===== config.mk =====
export PLATFORM = sky130hd
export DESIGN_NAME = adc_spi_reader
export DESIGN_NICKNAME = d
export VERILOG_FILES = /design/src/rtl/adc_spi_reader.sv
export SDC_FILE = /design/constraint.sdc
export NUM_CORES = 1
export LEC_CHECK = 0
export BUFFER_PORTS_ARGS = -buffer_cell sky130_fd_sc_hd__buf_2
export CAP_MARGIN = 40
export CELL_PAD_IN_SITES_DETAIL_PLACEMENT = 0
export CELL_PAD_IN_SITES_GLOBAL_PLACEMENT = 1
export CORE_MARGIN = 2
export CORE_UTILIZATION = 30
export DETAILED_ROUTE_END_ITERATION = 10
export GPL_ROUTABILITY_DRIVEN = 0
export PLACE_DENSITY_LB_ADDON = 0.1
export SLEW_MARGIN = 10
export SYNTH_ARGS = -nofsm -noshare
export SYNTH_HDL_FRONTEND = slang
export SYNTH_SLANG_ARGS = --single-unit

===== constraint.sdc =====
create_clock -name sysclk -period 2.3 [get_ports sysclk]
set_input_delay 0.115 -clock sysclk [delete_from_list [all_inputs] [get_ports sysclk]]
set_output_delay 0.115 -clock sysclk [all_outputs]
set_load 0.02 [all_outputs]

===== src/rtl/adc_spi_reader.sv =====
// adc_spi_reader
//   Periodically reads one channel of an MCP3002 10-bit ADC over SPI
//   (mode 0) and presents each new sample to the processor.
//
//   A free-running sample timer produces a tick every SAMPLE_DIV sysclk
//   cycles. Each tick that finds the FSM idle starts a 16-period SPI frame:
//   SETUP (CS low, first command bit on DIN), SHIFT (32 SCK toggles of
//   CLK_DIV cycles each), DONE (CS high, word published). A tick that
//   lands while a frame is in progress is dropped and latches overrun.
//
//   Optional build macro ADC_SPI_OFFSET_EN: when defined, data_in is the
//   raw code minus 10'h181 (two's-complement about the ADC bias); when
//   undefined, data_in is the raw unsigned code. Timing is the same.
//
// Parameters
//   CLK_DIV    sysclk cycles per SCK half-period (>= 2)
//   SAMPLE_DIV sysclk cycles between frame starts (>= 34*CLK_DIV+4)
//   CHANNEL    MCP3002 ODD/SIGN command bit
//
// Ports
//   sysclk      in   single clock, rising edge
//   rst_n       in   asynchronous active-low reset
//   adc_cs_n    out  ADC chip select, active low
//   adc_sck     out  SPI clock, idles low
//   adc_din     out  command bits to the ADC
//   adc_dout    in   serial data from the ADC
//   data_in     out  10-bit sample word, held between updates
//   data_valid  out  one-cycle pulse with each new data_in (no back-pressure:
//                    the consumer must take the word in the pulse cycle or
//                    read the held data_in before the next pulse)
//   overrun     out  sticky, set by a tick missed because a frame was busy
//   fsm_state   out  debug view of the FSM (0 IDLE, 1 SETUP, 2 SHIFT, 3 DONE)

module adc_spi_reader #(
  parameter int   CLK_DIV    = 25,
  parameter int   SAMPLE_DIV = 5000,
  parameter logic CHANNEL    = 1'b0
) (
  input  logic       sysclk,
  input  logic       rst_n,
  output logic       adc_cs_n,
  output logic       adc_sck,
  output logic       adc_din,
  input  logic       adc_dout,
  output logic [9:0] data_in,
  output logic       data_valid,
  output logic       overrun,
  output logic [1:0] fsm_state
);

  localparam int TW = (SAMPLE_DIV > 2) ? $clog2(SAMPLE_DIV) : 1;
  localparam int CW = (CLK_DIV > 2) ? $clog2(CLK_DIV) : 1;
  localparam logic [TW-1:0] TIMER_MAX = TW'(SAMPLE_DIV - 1);
  localparam logic [CW-1:0] DIV_MAX   = CW'(CLK_DIV - 1);

  typedef enum logic [1:0] {
    IDLE  = 2'd0,
    SETUP = 2'd1,
    SHIFT = 2'd2,
    DONE  = 2'd3
  } state_t;

  state_t        state;
  logic [TW-1:0] timer;
  logic [CW-1:0] div_cnt;
  logic [4:0]    tog_cnt;   // SCK toggles completed in SHIFT
  logic [9:0]    shreg;
  logic [9:0]    word;
  logic          tick;
  logic [3:0]    period;
  logic          in_window;

  // Command sequence: start, single-ended, channel, MSB-first, then zeros.
  function automatic logic cmd_bit(input logic [3:0] p);
    case (p)
      4'd0, 4'd1, 4'd3: return 1'b1;
      4'd2:             return CHANNEL;
      default:          return 1'b0;
    endcase
  endfunction

  assign tick      = (timer == TIMER_MAX);
  assign period    = tog_cnt[4:1];
  // Period 4 carries the ADC null bit and period 15 is past the LSB.
  assign in_window = (period >= 4'd5) && (period <= 4'd14);
  assign fsm_state = state;

  always_comb begin
    word = shreg;
`ifdef ADC_SPI_OFFSET_EN
    word = shreg - 10'h181;
`endif
  end

  // Free-running timer keeps frame starts on a fixed grid regardless of FSM.
  always_ff @(posedge sysclk or negedge rst_n) begin
    if (!rst_n) begin
      timer <= '0;
    end else if (tick) begin
      timer <= '0;
    end else begin
      timer <= timer + TW'(1);
    end
  end

  always_ff @(posedge sysclk or negedge rst_n) begin
    if (!rst_n) begin
      state      <= IDLE;
      adc_cs_n   <= 1'b1;
      adc_sck    <= 1'b0;
      adc_din    <= 1'b0;
      data_in    <= '0;
      data_valid <= 1'b0;
      overrun    <= 1'b0;
      div_cnt    <= '0;
      tog_cnt    <= '0;
      shreg      <= '0;
    end else begin
      data_valid <= 1'b0;
      if (tick && (state != IDLE)) begin
        overrun <= 1'b1;
      end
      case (state)
        IDLE: begin
          if (tick) begin
            state    <= SETUP;
            adc_cs_n <= 1'b0;
            adc_sck  <= 1'b0;
            adc_din  <= cmd_bit(4'd0);
            div_cnt  <= '0;
            tog_cnt  <= '0;
            shreg    <= '0;
          end
        end
        SETUP: begin
          if (div_cnt == DIV_MAX) begin
            state   <= SHIFT;
            div_cnt <= '0;
          end else begin
            div_cnt <= div_cnt + CW'(1);
          end
        end
        SHIFT: begin
          if (div_cnt == DIV_MAX) begin
            div_cnt <= '0;
            adc_sck <= ~adc_sck;
            tog_cnt <= tog_cnt + 5'd1;
            if (!tog_cnt[0]) begin
              // Rising edge: ADC data has been stable since the last fall.
              if (in_window) begin
                shreg <= {shreg[8:0], adc_dout};
              end
            end else if (tog_cnt == 5'd31) begin
              // Sixteenth falling edge ends the frame.
              state      <= DONE;
              adc_cs_n   <= 1'b1;
              adc_din    <= 1'b0;
              data_in    <= word;
              data_valid <= 1'b1;
            end else begin
              // Falling edge: present the bit for the next period.
              adc_din <= cmd_bit(period + 4'd1);
            end
          end else begin
            div_cnt <= div_cnt + CW'(1);
          end
        end
        DONE: begin
          state <= IDLE;
        end
        default: begin
          state <= IDLE;
        end
      endcase
    end
  end

endmodule


==> run summary <==
Mapped cell area -> 2512 um2
Clock skew -> 11.84 ps
Post-synthesis sequential area ratio -> 0.4985
DRT antenna net count -> 0
Final setup margin -> 222.1 ps
Layout area overhead -> 16.28%
Status -> complete, no violations
Grt ovf -> 0
Final setup violation count -> 0
Period utilisation layout -> 0.9034
Ports -> 20
Leading cell type in the layout, fill and taps excluded -> dfrtp_1
Buffers on Ports -> 19
Commonest cells after routing, fill and taps aside -> dfrtp_1 (49), buf_2 (19), nand2_1 (15), nand3_1 (14), buf_4 (14)
Total Routed Length -> 5573 um
Max Freq -> 481.3 MHz
Worst-Skew Late Latency -> 310 ps
Die width -> 95.52 um
Power Dens Cells -> 533.0 nW/um2
Initial core utilization -> 0.3073
Max cap viols -> 0
Total CTS buffers -> 5
Worst vdd ir -> 0.2726 mV
Mapped Cells -> 233
Layout cells sized above 1 -> 0.2189
Final hold vios -> 0
Syn avg cell area -> 10.78 um2
Die height -> 95.52 um
Sum Neg Setup Slack -> 0 ps
Drt drc -> 0
CTS max path bufs -> 2
Final net count -> 276
GRT Total Usage -> 0.1378
Rows -> 33
Core Box Area -> 8175 um2
Clk sink count -> 50
First-pass GRT wire length -> 9535 um
Tmin final -> 2078 ps
Design Area, Final -> 2922 um2
Diodes inserted -> 0
Post-synth ARST share -> 1.000
DR vias/cell -> 4.924
Reg clk slew, reported paths -> 110 ps
Critical path type -> flop to flop
Post-CTS Resized -> 0
Required @ worst endpoint -> 2550 ps
Mapped Nets -> 245
Final HPWL from detailed placement -> 4071 um
Vias in the first global route -> 1,863
Pre-CTS setup slack -> 237.4 ps
Worst-Margin Slew -> 651.6 ps
Post-synth EDFFs -> 0
Largest net degree at the start of global routing -> 30
YS warnings -> 0
Synthesis-stage register bit count -> 50
Starting DRT DRC Count -> 51
Placed Area -> 2795 um2
CTS tree -> built
Final Util -> 0.3574
Primary FF master, synth -> dfrtp_1
Routed length per instance -> 15.06 um
Antenna violations before repair -> 0
HP Class -> primary input to flop
Leak -> 1.377 nW
Root Driver -> clkbuf_8
Die area -> 9123 um2
Filler cell count -> 851
Design Power -> 1.557 mW
Crit. End Element -> flop
Htree depth -> 2
Cts hold-fix bufs -> 1
Post-CTS Setup Repair Bufs -> 0
Unique masters post-synth -> 49
Crit start category -> flop
CP arrival -> 2330 ps
RSZ-0062 raised after global routing -> no
Worst slew margin -> 0.5633
Initial DRT Pass Iterations -> 4
Vias -> 1,822
Worst Path Max Fanout -> 10
Slew Viols, Final -> 0
[worst paths after layout]
kind | depth (start not counted) | to | slack [ps] | startpoint
min reg2reg | 1 | timer[0]$_DFF_PN0_ | 460 | timer[0]$_DFF_PN0_
min in group asynchronous | 3 | shreg[2]$_DFFE_PN0P_ | 310 | rst_n
max reg2reg | 6 | shreg[9]$_DFFE_PN0P_ | 220 | div_cnt[0]$_DFFE_PN0P_
max | 6 | shreg[9]$_DFFE_PN0P_ | 220 | div_cnt[0]$_DFFE_PN0P_
min | 2 | shreg[0]$_DFFE_PN0P_ | 20 | adc_dout
max in group asynchronous | 3 | adc_cs_n$_DFFE_PN1P_ | 1610 | rst_n
[area by class of cell]
cell class                      instances  area, um2  area share
Clock buffer                            5      68.82     0.02355
Clock inverter                          3      47.55     0.01627
Inverter                                9      33.78     0.01156
Multi-Input combinational cell        164       1177      0.4030
Sequential cell                        50       1252      0.4287
Tap cell                              105      131.4     0.04497
Timing Repair Buffer                   34      210.2     0.07195
[per-stage QoR]
stage / std cells / hold WS [ps]
6_report: 370 / 17.24
5_1_grt: 370 / 27.82
4_1_cts: 370 / 9.137
3_5_place_dp: 361 / 124.0
3_3_place_gp: 361 / 123.9
2_1_floorplan: 233 / -180.6
[layer usage]
metal / part of all wire / track usage
met1: 0.50 / 0.1899
met2: 0.46 / 0.2195
met3: 0.023 / 0.03083
met4: 0.012 / 0.03571
met5: 0 / 0
[sequential cells by signal, indices dropped and copies added, names as in the netlist]
register	count
div_cnt	5
tog_cnt	5
adc_cs_n	1
shreg	10
overrun	1
adc_din	1
data_valid	1
timer	13
data_in	10
fsm_state	2
adc_sck	1
[synth_stat cells, types with 2 or more instances]
cell | instances | area share
nor3_1 | 5 | 0.010
nand4_1 | 6 | 0.015
xor2_1 | 2 | 0.0070
and3_1 | 6 | 0.015
a21o_1 | 2 | 0.0060
nor4_1 | 2 | 0.0050
o21ai_0 | 5 | 0.010
a22o_1 | 9 | 0.031
clkbuf_1 | 6 | 0.0090
ha_1 | 9 | 0.045
a21oi_1 | 11 | 0.022
o21ai_1 | 3 | 0.0060
a31oi_1 | 2 | 0.0050
nand3_1 | 14 | 0.028
o21a_1 | 2 | 0.0060
mux2_2 | 10 | 0.045
a221o_1 | 2 | 0.0080
inv_1 | 9 | 0.013
nand3b_1 | 2 | 0.0060
nor2b_1 | 4 | 0.010
buf_2 | 3 | 0.0060
nand2b_1 | 4 | 0.010
nor3_2 | 2 | 0.0080
nor2_1 | 13 | 0.019
mux2i_1 | 5 | 0.020
xnor2_1 | 7 | 0.024
nand2_1 | 15 | 0.022
dfrtp_1 | 49 | 0.49
a211o_1 | 4 | 0.014
[logic make-up after synthesis]
group	Yosys count	synth area share
AND/OR/NAND/NOR	82	0.1838
buffers and inverters	19	0.03286
XOR/XNOR	9	0.03138
adder cells (fa/ha/maj)	9	0.04482
AO/OA/AOI/OAI	49	0.1439
flip-flops	50	0.4985
multiplexers	15	0.06474
[power by group]
part | internal (mW) | switching (mW)
logic | 0.00457 | 0.0180
clock network | 0.330 | 0.326
registers | 0.878 | 0
total | 1.21 | 0.344
[worst max-delay path, cell delays in order, from the launching register on]
cell,delay [ps]
dfrtp_1,440
inv_1,90
ha_1,180
and4b_1,380
nand2_1,110
nor3_2,580
a32o_1,250
No activity file was read; power rests on OpenSTA's default activity.
